==> src/rtl/decode_uop_queue.sv <==
// Elastic uop buffer between decode and rename: stores 1-2 uops per bundle in a
// circular buffer and presents up to two uops per cycle to rename.
package decode_uop_queue_pkg;
   typedef enum logic [3:0] {
      UOP_INT_ALU       = 4'd0,
      UOP_INT_MUL       = 4'd1,
      UOP_LD_U8         = 4'd2,
      UOP_ST_U8         = 4'd3,
      UOP_BRANCH        = 4'd4,
      UOP_CAP_JUMP      = 4'd5,
      UOP_LINK          = 4'd6,
      UOP_PREFIX_SELECT = 4'd7
   } uop_tag_t;
endpackage

module decode_uop_queue
   import decode_uop_queue_pkg::*;
#(
   parameter int DEPTH    = 8,
   parameter int MAX_UOPS = 2
) (
   input  logic                         clk_i,
   input  logic                         rst_i,
   input  logic                         flush_i,
   input  logic                         dec_valid_i,
   input  uop_tag_t                     dec_uop0_i,
   input  uop_tag_t                     dec_uop1_i,
   input  logic [1:0]                   dec_uop_count_i,
   output logic                         dec_ready_o,
   output logic                         ren_valid_o,
   output uop_tag_t                     ren_uop0_o,
   output uop_tag_t                     ren_uop1_o,
   output logic [1:0]                   ren_uop_count_o,
   input  logic                         ren_ready_i,
   output logic [$clog2(DEPTH+1)-1:0]   occupancy_o,
   output logic                         illegal_count_o
);
   localparam int PW = $clog2(DEPTH);
   localparam int OW = $clog2(DEPTH + 1);

   uop_tag_t         mem_r [DEPTH];
   logic [PW-1:0]    wr_ptr_r;
   logic [PW-1:0]    rd_ptr_r;
   logic [OW-1:0]    occ_r;
   logic             illegal_r;

   logic             push_s;
   logic             pop_s;
   logic [1:0]       push_n_s;
   logic [1:0]       push_eff_s;
   logic [1:0]       pop_n_s;
   logic             we0_s;
   logic             we1_s;
   logic             illegal_set_s;
   logic [PW-1:0]    wr_ptr1_s;
   logic [PW-1:0]    wr_ptr_next_s;
   logic [PW-1:0]    rd_ptr_next_s;
   logic [PW-1:0]    rd_ptr1_next_s;
   logic [OW-1:0]    occ_next_s;
   uop_tag_t         rd0_next_s;
   uop_tag_t         rd1_next_s;

   assign occupancy_o     = occ_r;
   assign illegal_count_o = illegal_r;

   // Handshake decode and next-state pointer/occupancy arithmetic
   always_comb begin
      push_s        = dec_valid_i && dec_ready_o;
      push_n_s      = (dec_uop_count_i > 2'(MAX_UOPS)) ? 2'(MAX_UOPS) : dec_uop_count_i;
      push_eff_s    = push_s ? push_n_s : 2'd0;
      pop_s         = ren_valid_o && ren_ready_i;
      pop_n_s       = pop_s ? ren_uop_count_o : 2'd0;
      we0_s         = push_s && !flush_i && (push_n_s != 2'd0);
      we1_s         = push_s && !flush_i && (push_n_s == 2'd2);
      illegal_set_s = push_s && !flush_i && (dec_uop_count_i == 2'd3);
      wr_ptr1_s     = wr_ptr_r + PW'(1);
      if (flush_i) begin
         occ_next_s    = '0;
         wr_ptr_next_s = '0;
         rd_ptr_next_s = '0;
      end else begin
         occ_next_s    = occ_r + OW'(push_eff_s) - OW'(pop_n_s);
         wr_ptr_next_s = wr_ptr_r + PW'(push_eff_s);
         rd_ptr_next_s = rd_ptr_r + PW'(pop_n_s);
      end
   end

   // Next-cycle head entries, forwarding this cycle's writes so outputs can be registered
   always_comb begin
      rd_ptr1_next_s = rd_ptr_next_s + PW'(1);
      if (we0_s && (rd_ptr_next_s == wr_ptr_r)) begin
         rd0_next_s = dec_uop0_i;
      end else if (we1_s && (rd_ptr_next_s == wr_ptr1_s)) begin
         rd0_next_s = dec_uop1_i;
      end else begin
         rd0_next_s = mem_r[rd_ptr_next_s];
      end
      if (we0_s && (rd_ptr1_next_s == wr_ptr_r)) begin
         rd1_next_s = dec_uop0_i;
      end else if (we1_s && (rd_ptr1_next_s == wr_ptr1_s)) begin
         rd1_next_s = dec_uop1_i;
      end else begin
         rd1_next_s = mem_r[rd_ptr1_next_s];
      end
   end

   // Uop storage; unreset because every read is masked by occupancy
   always_ff @(posedge clk_i) begin
      if (we0_s) begin
         mem_r[wr_ptr_r] <= dec_uop0_i;
      end
      if (we1_s) begin
         mem_r[wr_ptr1_s] <= dec_uop1_i;
      end
   end

   // Queue state and registered rename/decode-side outputs
   always_ff @(posedge clk_i) begin
      if (rst_i) begin
         occ_r           <= '0;
         wr_ptr_r        <= '0;
         rd_ptr_r        <= '0;
         illegal_r       <= 1'b0;
         dec_ready_o     <= 1'b1;
         ren_valid_o     <= 1'b0;
         ren_uop_count_o <= 2'd0;
         ren_uop0_o      <= UOP_INT_ALU;
         ren_uop1_o      <= UOP_INT_ALU;
      end else begin
         occ_r           <= occ_next_s;
         wr_ptr_r        <= wr_ptr_next_s;
         rd_ptr_r        <= rd_ptr_next_s;
         illegal_r       <= illegal_r | illegal_set_s;
         dec_ready_o     <= (occ_next_s <= OW'(DEPTH - 2));
         ren_valid_o     <= (occ_next_s != OW'(0));
         ren_uop_count_o <= (occ_next_s >= OW'(2)) ? 2'd2 : occ_next_s[1:0];
         ren_uop0_o      <= (occ_next_s >= OW'(1)) ? rd0_next_s : UOP_INT_ALU;
         ren_uop1_o      <= (occ_next_s >= OW'(2)) ? rd1_next_s : UOP_INT_ALU;
      end
   end

endmodule

==> config.mk <==
export PLATFORM = sky130hd
export DESIGN_NAME = decode_uop_queue
export DESIGN_NICKNAME = d
export VERILOG_FILES = /design/src/rtl/decode_uop_queue.sv
export SDC_FILE = /design/constraint.sdc
export NUM_CORES = 1
export LEC_CHECK = 0
export BUFFER_PORTS_ARGS = -buffer_cell sky130_fd_sc_hd__buf_2
export CORE_MARGIN = 8
export CORE_UTILIZATION = 60
export DETAILED_ROUTE_END_ITERATION = 16
export HOLD_SLACK_MARGIN = 0.12
export PLACE_DENSITY = 0.83
export SKIP_CTS_REPAIR_TIMING = 1
export SLEW_MARGIN = 20
export SYNTH_ARGS = -nofsm -noshare
export SYNTH_HDL_FRONTEND = slang
export SYNTH_SLANG_ARGS = --single-unit
==> constraint.sdc <==
create_clock -name clk_i -period 4.1 [get_ports clk_i]
set_input_delay 0.41 -clock clk_i [delete_from_list [all_inputs] [get_ports clk_i]]
set_output_delay 0.41 -clock clk_i [all_outputs]
set_load 0.01 [all_outputs]
# Word-level counts from Yosys, hierarchy flattened
# Memory sizes are Yosys's and may differ from the RTL's. A register that Yosys moved wholly into a read port is not among the register bits.
# Index checks and enable logic that the tools add are counted.
# classes
n_addsub,6
n_lt_le_gt_ge,4
eq_ne,2
n_mux,10
bitwise,3
reduce_logical,13
# op_table
cell,count
$mux W2,4
$reduce_or A2 Y1,4
$add A3 B1 Y3 const B,2
$add A3 B2 Y3,2
$logic_and A1 B1 Y1,6
$add A4 B2 Y4,1
$eq A2 B2 Y1 const B,2
$ge A4 B1 Y1 const B,1
$ge A4 B2 Y1 const B,1
$le A4 B3 Y1 const B,1
$mux W1,4
$mux W4,1
$reduce_bool A4 Y1,1
$sub A4 B2 Y4,1
$mux W3,1
$gt A2 B2 Y1 const B,1
$not A1 Y1,2
$reduce_bool A2 Y1,1
$logic_not A1 Y1,1
$or A1 B1 Y1,1
# totals
regBits,15
mem_bits_rw,32
in_bits,15
output_inout_bits,17
elab_cells,47
mem_count,1
# memory_table
name,words,word_bits,rd,rd_ports_with_merged_regs,write_ports,line,text
mem_r,8,4,2,2,2,41,uop_tag_t mem_r [DEPTH];

# Longest topological paths before layout
# depth
depth_word,9
ltp_mapped,13
ltp_nobuf,11

# Worst setup path after synthesis
# No wires, ideal clock.
# synth_path
path_type,input-to-reg
startpoint,input ren_ready_i
endpoint,"register ren_uop1_o[0], read port of mem_r"
setup_time_ps,72
arrival_time_ps,3146
required_ps,4028
setup_slack_ps,883
path_stages,12
n_path_buf,2
path_cell_list,and3_1 -> ha_1 -> inv_1 -> fa_1 -> clkbuf_1 -> nor2_1 -> ha_1 -> clkbuf_1 -> xor2_1 -> or3_1 -> nor4b_4 -> o2bb2ai_1
# synth_between
word_cells_on_any_way,10
cone_classes,3 x add/sub; 1 x order compare; 3 x mux; 1 x bitwise; 2 x reduce/logical
# synth_lines
item,line,text
from (decl),34,"input logic ren_ready_i,"
$logic_and A1 B1 Y1,71,pop_s = ren_valid_o && ren_ready_i;
$mux W2,72,pop_n_s = pop_s ? ren_uop_count_o : 2'd0;
$add A3 B2 Y3,84,rd_ptr_next_s = rd_ptr_r + PW'(pop_n_s);
$mux W3,77,if (flush_i) begin
named net rd_ptr_next_s[1],57,logic [PW-1:0] rd_ptr_next_s;
$add A3 B1 Y3,90,rd_ptr1_next_s = rd_ptr_next_s + PW'(1);
to (decl),32,"output uop_tag_t ren_uop1_o,"
# The timed path passes the listed nets, and every way through them passes these cells.
# A chain may end at the register's enable or synchronous reset.

# Worst setup path after layout
# layout_path
startpoint,register ren_valid_o
endpoint,"register ren_uop1_o[0], read port of mem_r"
# layout_between
word_cells_on_any_way,10
cone_classes,3 x add/sub; 1 x order compare; 3 x mux; 1 x bitwise; 2 x reduce/logical
# layout_lines
item,line,text
from (decl),30,"output logic ren_valid_o,"
from (signal assigned),135,ren_valid_o <= (occ_next_s != OW'(0));
$logic_and A1 B1 Y1,71,
$mux W2,72,
$add A3 B2 Y3,84,
$mux W3,77,
named net rd_ptr_next_s[1],57,
$add A3 B1 Y3,90,
# The timed path passes the listed nets, and every way through them passes these cells.

==> impl_metrics.toml <==
[synthesis]
synth_fa_ha_area_share_pct = 5.286
syn-cell-area_um2 = 3408
yosys-mux-area-fraction_pct = 22.72
synth_seq_cells = 55
synth.largest_area_cell = "edfxtp_1"
synth_compound_area_share_pct = 9.031
yosys_warnings = 0
synth_top_cell_area_share_pct = 28.19
synthFlopType = "edfxtp_1"
synthSimpleGateAreaFrac_pct = 11.49
synth.net_count = 314
avgSynthCellArea_um2 = 11.88
async_flop_share_pct = 0
ys_seq_area_share_pct = 41.70
yosys-top-cells-area = "edfxtp_1 (28%), mux2_2 (14%), dfxtp_1 (14%)"
synth_xor_area_share_pct = 5.140
synthCells = 287
synth_edf_count = 32
synth.distinct_cells = 56
synth_top_family_by_area = "multiplexers"

[final_layout]
fillCellCount = 445
final_util_pct = 66.19
multi_input_area_um2 = 1829
layout_commonest_cell = "mux2_2"
syn2layout_area_growth_pct = 6.938
drive_gt1_share_pct = 33.99
layout.nets = 332
layout.cells.most_common_list = "mux2_2 (41), edfxtp_1 (32), buf_2 (31), dfxtp_1 (23), nor2_1 (14)"
seqCellArea_um2 = 1421
diodes = 0

[critical_path]
cpMostUsedCell = "ha_1"
slowest_delay_ps = 580
end_kind = "flip-flop"
critPathRequiredTime_ps = 4350
start_kind = "flip-flop"
critPathMaxFanout = 10
worst-setup-path-type = "flip-flop to flip-flop"
arrival_ps = 3580
cpMaxStageDelayCell = "fa_1"
cp_cell_sequence = "and3_1 -> ha_1 -> inv_1 -> fa_1 -> nor2_1 -> ha_1 -> xor2_1 -> or3_1 -> nor4b_4 -> o2bb2ai_1"

[place]
io_buffers = 31
place.gp.congestion = 0.9968
hpwl_um = 6056

[sta]
rsz0062_at_grt = "false"
slew_viol_final = 0
hold_viol = 0
fin_crit_ps = 3335
skew_ps = 7.296
setup_viol = 0
fmax_mhz = 299.8
worst_pin_slew_ps = 932.4
tns_ps = 0
slew_headroom_pct = 37.36
period_share_pct = 81.35

[floorplanning]
dieArea_um2 = 8348
core.rowCount = 27
core_um2 = 5507
initial_utilization_pct = 61.90
dieHeight_um = 91.37
io_pins = 32
die_w_um = 91.37

[power_and_ir_drop]
power_frac_comb_pct = 18.2
power_frac_seq_pct = 54.8
clockPowerShare_pct = 27.1
p_leak_nw = 1.345
powerDensity_nw_per_um2 = 313.6
p_sw_mw = 0.3211
p_int_mw = 0.8221
vdd.ir_drop.worst_uv = 286.7
switching_share_pct = 28.09

[global_route]
antenna_found_initial = 0
grt_max_degree = 20
grt_pass1_vias = 2379
grt_first_pass_wirelength_um = 12970
grt-ovfl-total = 0
grt_util_all_layers_pct = 19.82

[route]
antenna_left = 0
routed_wirelength_um = 8125
firstDrtPassIters = 5
via_per_inst = 6.407
drt_iter0_markers = 325
num_vias = 2422
routedWlPerCell_um = 21.49
drc = 0

[clock_network]
htree_levels = 2
cts_tree = "yes"
clk_latency_ps = 320
cts_root_buf = "clkbuf_8"
cts_buffers = 5
cts.sinks = 55
path_clk_slew_ps = 100
clock_path_buffers = 2

[hold_path]
hp-class = "input port to flip-flop"

[flow_run]
maxCapViolCount = 0

[run_status]
outcome = "finished, final reports clean"
final cells by class:
type                       instances  area share, %
clock buffer                       6          1.991
clock inverter                     2         0.4463
inverter                          10          1.030
multi-input combinational        199          50.19
sequential                        55          39.00
tap                               72          2.472
timing repair buffer              34          4.875
layer usage:
layer  routed length, um  global-route usage (%)
met1                3501                   26.40
met2                3770                   30.83
met3                 669                   4.691
met4                 183                   6.685
met5                   0                       0
cells in the mapped netlist (2+ instances only):
| cell type | count |
|---|---|
| nand2b_1 | 5 |
| edfxtp_1 | 32 |
| mux4_2 | 9 |
| ha_1 | 8 |
| buf_2 | 3 |
| nand2_1 | 5 |
| nor3_1 | 7 |
| o21bai_1 | 4 |
| a22oi_1 | 2 |
| buf_6 | 2 |
| nor2_1 | 14 |
| mux2_2 | 41 |
| a211oi_2 | 2 |
| or2_2 | 2 |
| a31oi_1 | 2 |
| and2_1 | 7 |
| inv_1 | 10 |
| nand4b_1 | 2 |
| o22ai_1 | 4 |
| buf_1 | 4 |
| o21ai_0 | 12 |
| xnor2_1 | 10 |
| o2bb2ai_1 | 4 |
| and3_1 | 5 |
| a21oi_1 | 7 |
| clkbuf_1 | 12 |
| fa_1 | 4 |
| nand4_1 | 3 |
| xor2_1 | 5 |
| dfxtp_1 | 23 |
| or3_1 | 2 |
| mux2i_1 | 11 |
sequential cells by signal, summed over array words and instances (netlist names):
register         flops
wr_ptr_r             3
mem_r               32
ren_valid_o          1
dec_ready_o          1
occupancy_o          4
ren_uop_count_o      2
ren_uop1_o           4
ren_uop0_o           4
illegal_count_o      1
rd_ptr_r             3
metrics by stage:
step	area (um2)	hold WS [ps]	setup slack [ps]	power, mW	std cells
floorplan	3408	482.4	882.5	0.7788	287
global placement	3556	450.5	739.8	0.8378	370
detailed placement	3556	455.9	660.3	0.8437	370
CTS	3645	302.3	797.0	1.146	378
global route	3645	305.8	583.2	1.193	378
finish	3645	304.1	764.6	1.143	378
worst max-delay path, delay by kind of cell (launching register included):
kind / cells / cell delay, ps
XOR/XNOR: 1 / 210
AND/OR/NAND/NOR: 4 / 1320
buffers and inverters: 1 / 50
flip-flops: 1 / 360
adder cells (fa/ha/maj): 3 / 1200
AO/OA/AOI/OAI: 1 / 150
cell families after synthesis:
group                      Yosys count
muxes                               61
adders and majority gates           12
DFF                                 55
xor gates and xnor gates            17
and+or+nand+nor                     63
buffers and inverters               33
AOI/OAI and AO/OA                   46
path summary, 6_finish.rpt:
kind                   start         endpoint  slack, ps  cells after the start
max              ren_valid_o    ren_uop1_o[0]        760                     10
min                    rst_i  illegal_count_o        300                      2
max reg2reg      ren_valid_o    ren_uop1_o[0]        760                     10
min reg2reg  illegal_count_o  illegal_count_o        470                      2
power groups by stage:
stage / clock, mW / sequential [mW] / combinational (mW)
after detailed placement: 0 / 0.639 / 0.205
after global placement: 0 / 0.638 / 0.200
after CTS: 0.313 / 0.626 / 0.207
final: 0.310 / 0.626 / 0.208
after global routing: 0.335 / 0.628 / 0.230
after floorplan: 0 / 0.644 / 0.135
Power figures use the tool's default switching activity.
